`src/rtl/dds_burst_sequencer.sv`:
```
// DDS burst sequencer: per shot, issues N bursts of exact carrier-cycle counts separated by idle gaps.
// Latency: start at edge t -> LOAD at t+1 -> dds_en high from t+2; every output is registered.
// Backpressure: none; start is ignored while busy, abort forces IDLE from any state.
module dds_burst_sequencer #(
  parameter int ACC_W = 32,
  parameter int CNT_W = 8,
  parameter int GAP_W = 16
) (
  input  logic             Clk,
  input  logic             Rst_n,
  input  logic             start,
  input  logic             abort,
  input  logic [ACC_W-1:0] cfg_fword,
  input  logic [11:0]      cfg_pword,
  input  logic [CNT_W-1:0] cfg_cycles,
  input  logic [CNT_W-1:0] cfg_bursts,
  input  logic [GAP_W-1:0] cfg_gap,
  output logic             dds_en,
  output logic [ACC_W-1:0] Fword,
  output logic [11:0]      Pword,
  output logic [CNT_W-1:0] burst_idx,
  output logic             busy,
  output logic             done
);

  typedef enum logic [2:0] {IDLE, LOAD, BURST, GAP, DONE} state_t;

  state_t           state_q, state_d;
  logic [ACC_W-1:0] sh_fword_q, sh_fword_d;
  logic [11:0]      sh_pword_q, sh_pword_d;
  logic [CNT_W-1:0] sh_cycles_q, sh_cycles_d;
  logic [CNT_W-1:0] sh_bursts_q, sh_bursts_d;
  logic [GAP_W-1:0] sh_gap_q, sh_gap_d;
  logic [ACC_W-1:0] acc_q, acc_d;
  logic [CNT_W-1:0] cyc_cnt_q, cyc_cnt_d;
  logic [CNT_W-1:0] burst_cnt_q, burst_cnt_d;
  logic [GAP_W-1:0] gap_cnt_q, gap_cnt_d;
  logic             dds_en_q, dds_en_d;
  logic [ACC_W-1:0] fword_q, fword_d;
  logic [11:0]      pword_q, pword_d;
  logic [CNT_W-1:0] burst_idx_q, burst_idx_d;
  logic             busy_q, busy_d;
  logic             done_q, done_d;

  // Carry-out of the widened sum marks one completed carrier cycle.
  logic [ACC_W:0]   acc_sum;
  logic             carry;
  logic             gap_last;

  assign acc_sum  = {1'b0, acc_q} + {1'b0, sh_fword_q};
  assign carry    = acc_sum[ACC_W];
  // A programmed gap of 0 still costs one idle clock.
  assign gap_last = (sh_gap_q == '0) ? (gap_cnt_q == '0)
                                     : (gap_cnt_q == sh_gap_q - GAP_W'(1));

  // Next-state, counter and registered-output computation.
  always_comb begin
    state_d     = state_q;
    sh_fword_d  = sh_fword_q;
    sh_pword_d  = sh_pword_q;
    sh_cycles_d = sh_cycles_q;
    sh_bursts_d = sh_bursts_q;
    sh_gap_d    = sh_gap_q;
    acc_d       = acc_q;
    cyc_cnt_d   = cyc_cnt_q;
    burst_cnt_d = burst_cnt_q;
    gap_cnt_d   = gap_cnt_q;
    fword_d     = fword_q;
    pword_d     = pword_q;
    burst_idx_d = burst_idx_q;

    case (state_q)
      IDLE: begin
        if (start && !abort) begin
          sh_fword_d  = cfg_fword;
          sh_pword_d  = cfg_pword;
          sh_cycles_d = cfg_cycles;
          sh_bursts_d = cfg_bursts;
          sh_gap_d    = cfg_gap;
          state_d     = LOAD;
        end
      end
      LOAD: begin
        fword_d     = sh_fword_q;
        pword_d     = sh_pword_q;
        acc_d       = '0;
        cyc_cnt_d   = '0;
        burst_cnt_d = '0;
        burst_idx_d = '0;
        if (sh_cycles_q == '0 || sh_bursts_q == '0 || sh_fword_q == '0)
          state_d = DONE;
        else
          state_d = BURST;
      end
      BURST: begin
        acc_d = acc_sum[ACC_W-1:0];
        if (carry) begin
          // Exit tests use equality before increment so counters never wrap.
          if (cyc_cnt_q == sh_cycles_q - CNT_W'(1)) begin
            if (burst_cnt_q == sh_bursts_q - CNT_W'(1)) begin
              state_d = DONE;
            end else begin
              state_d     = GAP;
              gap_cnt_d   = '0;
              burst_cnt_d = burst_cnt_q + CNT_W'(1);
              burst_idx_d = burst_idx_q + CNT_W'(1);
            end
          end else begin
            cyc_cnt_d = cyc_cnt_q + CNT_W'(1);
          end
        end
      end
      GAP: begin
        if (gap_last) begin
          // Restart from zero phase so every burst begins at Pword.
          state_d   = BURST;
          acc_d     = '0;
          cyc_cnt_d = '0;
        end else begin
          gap_cnt_d = gap_cnt_q + GAP_W'(1);
        end
      end
      DONE:    state_d = IDLE;
      default: state_d = IDLE;
    endcase

    if (abort) state_d = IDLE;

    dds_en_d = (state_d == BURST);
    busy_d   = (state_d != IDLE);
    done_d   = (state_d == DONE);
  end

  // State, shadow, counter and output registers.
  always_ff @(posedge Clk or negedge Rst_n) begin
    if (!Rst_n) begin
      state_q     <= IDLE;
      sh_fword_q  <= '0;
      sh_pword_q  <= '0;
      sh_cycles_q <= '0;
      sh_bursts_q <= '0;
      sh_gap_q    <= '0;
      acc_q       <= '0;
      cyc_cnt_q   <= '0;
      burst_cnt_q <= '0;
      gap_cnt_q   <= '0;
      dds_en_q    <= 1'b0;
      fword_q     <= '0;
      pword_q     <= '0;
      burst_idx_q <= '0;
      busy_q      <= 1'b0;
      done_q      <= 1'b0;
    end else begin
      state_q     <= state_d;
      sh_fword_q  <= sh_fword_d;
      sh_pword_q  <= sh_pword_d;
      sh_cycles_q <= sh_cycles_d;
      sh_bursts_q <= sh_bursts_d;
      sh_gap_q    <= sh_gap_d;
      acc_q       <= acc_d;
      cyc_cnt_q   <= cyc_cnt_d;
      burst_cnt_q <= burst_cnt_d;
      gap_cnt_q   <= gap_cnt_d;
      dds_en_q    <= dds_en_d;
      fword_q     <= fword_d;
      pword_q     <= pword_d;
      burst_idx_q <= burst_idx_d;
      busy_q      <= busy_d;
      done_q      <= done_d;
    end
  end

  assign dds_en    = dds_en_q;
  assign Fword     = fword_q;
  assign Pword     = pword_q;
  assign burst_idx = burst_idx_q;
  assign busy      = busy_q;
  assign done      = done_q;

endmodule

```
`config.mk`:
```
export PLATFORM = sky130hd
export DESIGN_NAME = dds_burst_sequencer
export DESIGN_NICKNAME = d
export VERILOG_FILES = /design/src/rtl/dds_burst_sequencer.sv
export SDC_FILE = /design/constraint.sdc
export NUM_CORES = 1
export LEC_CHECK = 0
export CAP_MARGIN = 20
export CORE_ASPECT_RATIO = 0.8
export CORE_MARGIN = 1
export CORE_UTILIZATION = 56
export CTS_CLUSTER_DIAMETER = 200
export DETAILED_ROUTE_END_ITERATION = 8
export PLACE_DENSITY = 0.89
export SLEW_MARGIN = 20
export SYNTH_ARGS = -nofsm -noshare
export SYNTH_HDL_FRONTEND = slang
export SYNTH_SLANG_ARGS = --single-unit
export TNS_END_PERCENT = 10
```
`constraint.sdc`:
```
create_clock -name Clk -period 3.05 [get_ports Clk]
set_input_delay 0.61 -clock Clk [delete_from_list [all_inputs] [get_ports Clk]]
set_output_delay 0.61 -clock Clk [all_outputs]
set_load 0.005 [all_outputs]
```
Word-level counts from Yosys, hierarchy flattened

Cells that the tools add are included.

Register bits: 198
Input bits: 80
Output and inout port bits: 55
Logic and storage cells: 85

Add/sub/neg operators: 8
Eq/ne operators: 14
Multiplexer cells: 28
Reduce and logical (&&, ||, !) cells: 19

Operator list:

| kind                    | number |
|---|---|
| $pmux W32 S3            | 1 |
| $mux W8                 | 9 |
| $mux W16                | 4 |
| $add A32 B32 Y33        | 1 |
| $logic_not A16 Y1       | 2 |
| $logic_not A32 Y1       | 1 |
| $mux W32                | 1 |
| $pmux W16 S2            | 1 |
| $pmux W8 S2             | 2 |
| $add A8 B1 Y8 const B   | 3 |
| $pmux W8 S3             | 1 |
| $mux W3                 | 7 |
| $add A16 B1 Y16 const B | 1 |
| $eq A16 B16 Y1          | 1 |
| $eq A8 B8 Y1            | 2 |
| $logic_not A8 Y1        | 2 |
| $sub A16 B1 Y16 const B | 1 |
| $sub A8 B1 Y8 const B   | 2 |
| $ne A2 B2 Y1 const B    | 6 |
| $pmux W3 S4             | 1 |
| $eq A3 B2 Y1 const B    | 3 |
| $reduce_and A4 Y1       | 2 |
| $reduce_bool A3 Y1      | 2 |
| $reduce_and A5 Y1       | 1 |
| other kinds (9)         | 12 |

Depth between registers and ports, before layout

Gate-level depths: netlist (run 1).

Depth after elaboration: 8
Depth in mapped cells: 13

Worst setup path after synthesis (run 1)

No wires, ideal clock.

Kind: register -> register
Start point: register sh_cycles_q[0]
End point: register burst_idx_q[0], in the netlist burst_idx[0]
Library setup time: 0.125 ns
Arrival: 2.674 ns
Required time: 2.925 ns
Slack: 0.251 ns
Stages on the path, launching flop included: 13
Path buffers: 2
Cell sequence: dfrtp_1 -> inv_1 -> ha_1 -> clkbuf_1 -> nor2b_1 -> or3_1 -> a31oi_1 -> o211a_1 -> o2111ai_1 -> a211oi_1 -> buf_2 -> nor2_1 -> mux2_2

Cells in the longest elaborated chain, start to end: 4

RTL lines:

| what                        | line | source |
|---|---|---|
| from (decl)                 | 31   | `logic [CNT_W-1:0] sh_cycles_q, sh_cycles_d;` |
| from (signal assigned)      | 157  | `sh_cycles_q <= sh_cycles_d;` |
| $sub A8 B1 Y8               | 99   | `if (cyc_cnt_q == sh_cycles_q - CNT_W'(1)) begin` |
| $eq A8 B8 Y1                | 99   |  |
| $ne A2 B2 Y1 (no line)      | -    |  |
| $reduce_and A4 Y1 (no line) | -    |  |
| to (signal assigned)        | 167  | `burst_idx_q <= burst_idx_d;` |
| to (decl)                   | 41   | `logic [CNT_W-1:0] burst_idx_q, burst_idx_d;` |

Every way passes these cells.
A chain may end at the register's enable or synchronous reset.

Worst setup path after layout (run 1)

Start point: register sh_fword_q[0]
End point: register burst_cnt_q[4]

Cells in the longest elaborated chain, start to end: 3

RTL lines:

| what                        | line | source |
|---|---|---|
| from (decl)                 | 29   | `logic [ACC_W-1:0] sh_fword_q, sh_fword_d;` |
| from (signal assigned)      | 155  | `sh_fword_q <= sh_fword_d;` |
| $add A32 B32 Y33            | 50   | `assign acc_sum = {1'b0, acc_q} + {1'b0, sh_fword_q};` |
| $ne A2 B2 Y1 (no line)      | -    |  |
| $reduce_and A4 Y1 (no line) | -    |  |
| to (signal assigned)        | 162  | `burst_cnt_q <= burst_cnt_d;` |
| to (decl)                   | 36   | `logic [CNT_W-1:0] burst_cnt_q, burst_cnt_d;` |

Every way passes these cells.

==> results of run 1 <==
[synthesized netlist by cell type, types with 20 or more instances]
library cell	n
xnor2_1	33
nand3_1	23
xor2_1	51
inv_1	20
dfrtp_1	198
a21oi_1	36
nand2_1	70
ha_1	40
nand4_1	26
nor2_1	61
o21ai_0	62
mux2_2	123
[worst max-delay path by stage]
stage / from / end / slack [ns] / cells after the start
2_1_floorplan: sh_cycles_q[0]$_DFFE_PN0P_ / burst_idx[0]$_DFFE_PN0P_ / 0.25 / 12
3_3_place_gp: sh_fword_q[0]$_DFFE_PN0P_ / burst_idx[0]$_DFFE_PN0P_ / 0.15 / 12
3_5_place_dp: sh_fword_q[0]$_DFFE_PN0P_ / burst_cnt_q[0]$_DFFE_PN0P_ / 0.04 / 12
4_1_cts: sh_fword_q[0]$_DFFE_PN0P_ / burst_cnt_q[4]$_DFFE_PN0P_ / 0.01 / 13
5_1_grt: sh_fword_q[5]$_DFFE_PN0P_ / busy$_DFF_PN0_ / -0.09 / 13
6_report: sh_fword_q[0]$_DFFE_PN0P_ / burst_cnt_q[4]$_DFFE_PN0P_ / 0.04 / 15
[metrics by stage]
step	hold slack (ns)	instance area [sq um]	setup slack, ns
after floorplan	0.314	10700	0.251
final	0.154	13300	0.0385
after global routing	0.198	13300	-0.0854
after global placement	0.466	12400	0.152
after detailed placement	0.478	12400	0.0398
after CTS	0.168	13100	0.0110
[layout make-up]
| type | instances | area, sq um |
|---|---|---|
| Multi-Input combinational cell | 735 | 5620 |
| Fill cell | 1314 | 5130 |
| Sequential cell | 198 | 4960 |
| Timing Repair Buffer | 161 | 1650 |
| Clock buffer | 19 | 453 |
| Tap cell | 253 | 317 |
| Clock inverter | 12 | 189 |
| Inverter | 20 | 75.1 |
[repair_timing]
action,CTS,global route
setup buffers,0,7
pin swaps,0,6
resized for setup,2,22
gates cloned,0,2
endpoints found under the hold margin,0,0
setup endpoints to repair,7,32
[cell families (layout without fill, tap and decap cells)]
group,after synthesis,after routing,share of synthesized area
xor gates and xnor gates,84,84,0.0690
adders and majority gates,41,41,0.0488
AOI/OAI and AO/OA,187,187,0.115
and+or+nand+nor,295,295,0.147
DFF,198,198,0.465
buffers and inverters,53,212,0.0209
muxes,128,128,0.135
[report_power, final]
group,internal [mW],switching [mW]
Clock,1.43,1.04
Combinational,2.65,2.44
Sequential,3.47,0.797
Total,7.55,4.28
[worst max-delay path, stage by stage, from the launching register on]
cell       delay (ns)
dfrtp_1          0.42
ha_4             0.16
inv_2            0.03
fa_2             0.34
nand2b_4         0.18
a21oi_4          0.19
o2111ai_2        0.13
nand2_2          0.15
o211ai_1         0.11
buf_4            0.17
a211oi_4         0.27
buf_4            0.17
buf_12           0.12
nand4_1          0.14
xor2_1           0.22
nor2_1           0.06
[flip-flops by register name, summed over array words and instances (netlist names), 3 cells and up]
signal       flops
state_q          3
cyc_cnt_q        8
sh_cycles_q      8
sh_gap_q        16
sh_fword_q      32
gap_cnt_q       16
sh_pword_q      12
sh_bursts_q      8
acc_q           32
burst_idx        8
Fword           32
burst_cnt_q      8
Pword           12
[per-layer routing]
metal | global-route usage | share of wire | vias to the layer above
met4 | 0.0813 | 0.015 | 0
met2 | 0.411 | 0.46 | 355
met1 | 0.364 | 0.44 | 4183
met5 | 0 | 0 | -
met3 | 0.0596 | 0.079 | 42
li1 | - | - | 3888
==> results_dict.tcl, run 1 <==
set metrics [dict create \
    final_common_cell "dfrtp_1" \
    synth-seq-cells 198 \
    syn_area_sq_um 10700 \
    cts_buffers 17 \
    r2r_setup_slack_ns 0.04 \
    final_core_util 0.721 \
    grt_pass1_vias 8267 \
    drc 0 \
    ir_drop_mv 0.469 \
    synth_flop_cell "dfrtp_1" \
    grt_max_degree 76 \
    final_cell_mix "dfrtp_1, clkdlybuf4s50_1, mux2_2" \
    period_needed_ns 3.01 \
    yosysUniqueCellTypes 75 \
    final_nets 1254 \
    synth_area_leader_cell "dfrtp_1" \
    status "finished clean" \
    drive_above_1_share 0.194 \
    wl_per_cell_microns 18.2 \
    initial_utilization 0.580 \
    yosys-top-cells-area "dfrtp_1, mux2_2, ha_1" \
    power_mw 11.8 \
    power_density_nw_per_um2 893 \
    fmax_mhz 332 \
    relSlewSlack 0.614 \
    max-cap-violations 0 \
    dp.cells 1358 \
    cts_tree "done" \
    slew_violations 0 \
    die_y_microns 125 \
    synthArstFlopShare 1.00 \
    vias_per_cell 6.06 \
    p_leak_nw 5.70 \
    dr.pass1.iters 6 \
    hold_viol_final 0 \
    critPathKind "flop to flop" \
    dieArea_sq_um 19600 \
    antennaDiodeCount 0 \
    crit_fanout 8 \
    fin_setup_tns_ns 0 \
    core_sq_um 18400 \
    grt.overflow.total 0 \
    r2r_start "sh_fword_q[0]$_DFFE_PN0P_" \
    synth_top_cell_area_share 0.465 \
    clock_skew_ns 0.00940 \
    clock_path_buffers 2 \
    yosysSeqAreaShare 0.465 \
    required_ns 3.35 \
    rows 44 \
    setup_violations 0 \
    pin_count 135 \
    syn-num-nets 1107 \
    io_buffers 134 \
    arrival_ns 3.31 \
    routed_wl_mm 25.4 \
    synthesis.instances 986 \
    clockRootBuffer "clkbuf_16" \
    reg2reg_to "burst_cnt_q[4]$_DFFE_PN0P_" \
    cts_hold_buffers 0 \
    vias 8468 \
    syn_to_final_growth_pct 24.3 \
    dp_hpwl_mm 16.8 \
    clock_sinks 198 \
    clk_pin_slew_ns 0.07 \
    place_congestion 0.899 \
    synth-edff-count 0 \
    ctsHtreeMaxLevel 4 \
    reg2reg_depth 15 \
    min_path_type "input pin to async pin" \
    grt_pass1_wl_mm 40.8 \
    die_w_microns 156 \
    antenna_left 0 \
    avgSynthCellArea_sq_um 10.8 \
    crit_path_end_kind "flop" \
    min_period_over_period 0.987 \
    antenna_found_initial 0 \
    ys_warn_count 0 \
    clk-insertion-delay-late_ns 0.43 \
    tightest_slew_ns 0.579 \
    drt_iter0_drc 857 \
    stdcell_count 1398 \
    cp-start-kind "flop" \
    grt_usage 0.263 \
]
No activity file was read; power rests on OpenSTA's default activity.
==> run 2, diff against run 1 <==
--- a/config.mk
+++ b/config.mk
@@ -9,10 +9,10 @@
 export CORE_ASPECT_RATIO = 0.8
 export CORE_MARGIN = 1
 export CORE_UTILIZATION = 56
-export CTS_CLUSTER_DIAMETER = 200
+export CTS_CLUSTER_DIAMETER = 40
 export DETAILED_ROUTE_END_ITERATION = 8
 export PLACE_DENSITY = 0.89
-export SLEW_MARGIN = 20
+export SLEW_MARGIN = 10
 export SYNTH_ARGS = -nofsm -noshare
 export SYNTH_HDL_FRONTEND = slang
 export SYNTH_SLANG_ARGS = --single-unit
==> results of run 2 <==
Final layout, timing and power as in run 1 (identical DEF).
==> run 3, diff against run 2 <==
--- a/config.mk
+++ b/config.mk
@@ -5,13 +5,14 @@
 export SDC_FILE = /design/constraint.sdc
 export NUM_CORES = 1
 export LEC_CHECK = 0
-export CAP_MARGIN = 20
+export CELL_PAD_IN_SITES_DETAIL_PLACEMENT = 0
+export CELL_PAD_IN_SITES_GLOBAL_PLACEMENT = 1
 export CORE_ASPECT_RATIO = 0.8
 export CORE_MARGIN = 1
-export CORE_UTILIZATION = 56
+export CORE_UTILIZATION = 44
 export CTS_CLUSTER_DIAMETER = 40
 export DETAILED_ROUTE_END_ITERATION = 8
-export PLACE_DENSITY = 0.89
+export PLACE_DENSITY = 0.88
 export SLEW_MARGIN = 10
 export SYNTH_ARGS = -nofsm -noshare
 export SYNTH_HDL_FRONTEND = slang
==> run 3 against run 2 <==
Effect of this change: global-route usage decreased by 5.5 points; count of clock-buffer cells in the layout up 1; wire length down 3.7%; die area is 27% higher; non-clock buffer count fell by 1; hold slack improved by 0.0030 ns; sequential share of layout area is 0.15 points higher; first-iteration DRC count down 49%; final area fell by 0.42%; via count decreased by 4.7%; setup slack better by 0.12 ns; sequential power decreased by 1%.
==> results_dict.tcl, run 3 (synthesis gave the netlist of run 1 again) <==
set metrics [dict create \
    status "finished clean" \
    drive_above_1_share 0.188 \
    syn_to_final_growth_pct 23.8 \
    pin_count 135 \
    relSlewSlack 0.636 \
    grt_usage 0.208 \
    cp-start-kind "flop" \
    setup_violations 0 \
    stdcell_count 1457 \
    die_w_microns 176 \
    fmax_mhz 346 \
    cts_setup_buffers 0 \
    final_nets 1253 \
    seq_power_share 0.367 \
    dieArea_sq_um 24900 \
    power_density_nw_per_um2 872 \
    clock_path_buffers 2 \
    clk_pin_slew_ns 0.08 \
    max_stage_delay_ns 0.57 \
    min_period_over_period 0.948 \
    dp.cells 1425 \
    clock_skew_ns 0.0164 \
    swShare 0.357 \
    antenna_left 0 \
    rsz0062_at_grt "no" \
    p_int_mw 7.40 \
    initial_utilization 0.452 \
    antenna_found_initial 0 \
    drc 0 \
    ctsHtreeMaxLevel 4 \
    antennaDiodeCount 0 \
    path_cells "or4_4 > nor4b_1 > o21ai_0 > o21ai_1 > nand3_1 > o21a_1 > a21o_4 > or2_4 > o31ai_2" \
    min_path_type "input pin to async pin" \
    fin_area_sq_um 13200 \
    hold_viol_final 0 \
    vias_per_cell 5.54 \
    crit_fanout 8 \
    vias 8068 \
    grt.overflow.total 0 \
    drt_iter0_drc 441 \
    dr.pass1.iters 5 \
    p_leak_nw 5.66 \
    ir_drop_mv 0.504 \
    fin_hold_ws_ns 0.157 \
    cts_tree "done" \
    wl_per_cell_microns 16.8 \
    placed_cell_area_sq_um 12500 \
    final_cell_mix "dfrtp_1, clkdlybuf4s50_1, mux2_2" \
    grt_max_degree 64 \
    switching_power_mw 4.11 \
    cts_buffers 17 \
    grt_pass1_vias 7927 \
    arrival_ns 3.25 \
    core_sq_um 23600 \
    tightest_slew_ns 0.539 \
    slew_violations 0 \
    max-cap-violations 0 \
    crit_path_end_kind "flop" \
    clockRootBuffer "clkbuf_16" \
    pwr-share-clk 0.202 \
    cp_slowest_cell "or4_4" \
    cts_hold_buffers 0 \
    critPathKind "flop to flop" \
    final_common_cell "dfrtp_1" \
    place_congestion 0.839 \
    rows 50 \
    die_y_microns 141 \
    fin_setup_tns_ns 0 \
    routed_wl_mm 24.5 \
    io_buffers 134 \
    clock_sinks 198 \
    dp_hpwl_mm 17.4 \
    pwr-share-comb 0.431 \
    required_ns 3.41 \
    clk-insertion-delay-late_ns 0.44 \
    grt_pass1_wl_mm 40.8 \
    period_needed_ns 2.89 \
]
==> run 3: cell types whose count changed in the layout (fill, tap and decap cells not counted), sizes merged <==
cell    before  now
buf         25   26
bufinv       4    2
clkbuf      22   21
clkinv       1    3
==> run 3: metal layers <==
metal | GRT usage | routed length [microns] | up-vias
met4 | 0.0549 | 268 | 0
met2 | 0.305 | 10400 | 202
li1 | - | - | 3889
met3 | 0.0518 | 1420 | 18
met5 | 0 | 0 | -
met1 | 0.305 | 12400 | 3959
==> run 3: area by class of cell <==
class	count	area, sq um
clock buffer	20	467
timing repair buffer	160	1590
clock inverter	12	140
sequential	198	4950
inverter	20	75.1
fill	2062	10400
multi-input combinational	735	5580
tap	312	390
==> run 3: critical path: cells and delay by family, from the launching register on <==
family / cells / cell delay, ns
flip-flops: 1 / 0.51
AND/OR/NAND/NOR: 4 / 1.20
AO/OA/AOI/OAI: 5 / 1.09
==> run 3: power groups by stage <==
stage / Clock (mW) / Sequential (mW) / Combinational (mW)
floorplan: 0 / 4.06 / 3.33
global placement: 0 / 4.22 / 4.80
detailed placement: 0 / 4.25 / 4.88
CTS: 2.40 / 4.22 / 4.92
global route: 2.51 / 4.35 / 5.54
finish: 2.33 / 4.22 / 4.96
==> run 3: final timing paths <==
path / startpoint / endpoint / slack [ns] / cells after the start
max: sh_gap_q[2]$_DFFE_PN0P_ / cyc_cnt_q[2]$_DFFE_PN0P_ / 0.16 / 9
min: Rst_n / Pword[2]$_DFFE_PN0P_ / 0.16 / 1
max reg2reg: sh_gap_q[2]$_DFFE_PN0P_ / cyc_cnt_q[2]$_DFFE_PN0P_ / 0.16 / 9
min reg2reg: acc_q[14]$_DFFE_PN0P_ / acc_q[14]$_DFFE_PN0P_ / 0.49 / 2
max in group asynchronous: Rst_n / Fword[18]$_DFFE_PN0P_ / 2.18 / 2
min in group Clk: acc_q[14]$_DFFE_PN0P_ / acc_q[14]$_DFFE_PN0P_ / 0.49 / 2
==> run 3: timing repair <==
item,CTS,global route
endpoints found under the hold margin,0,0
resized for setup,0,14
setup endpoints to repair,0,46
==> run 3: stage by stage <==
step,total power [mW],setup slack (ns),utilization
2_1_floorplan,7.39,0.251,-
3_3_place_gp,9.02,0.107,0.531
3_5_place_dp,9.14,0.0526,0.531
4_1_cts,11.5,0.0198,0.557
5_1_grt,12.4,0.00255,0.560
6_report,11.5,0.157,0.560
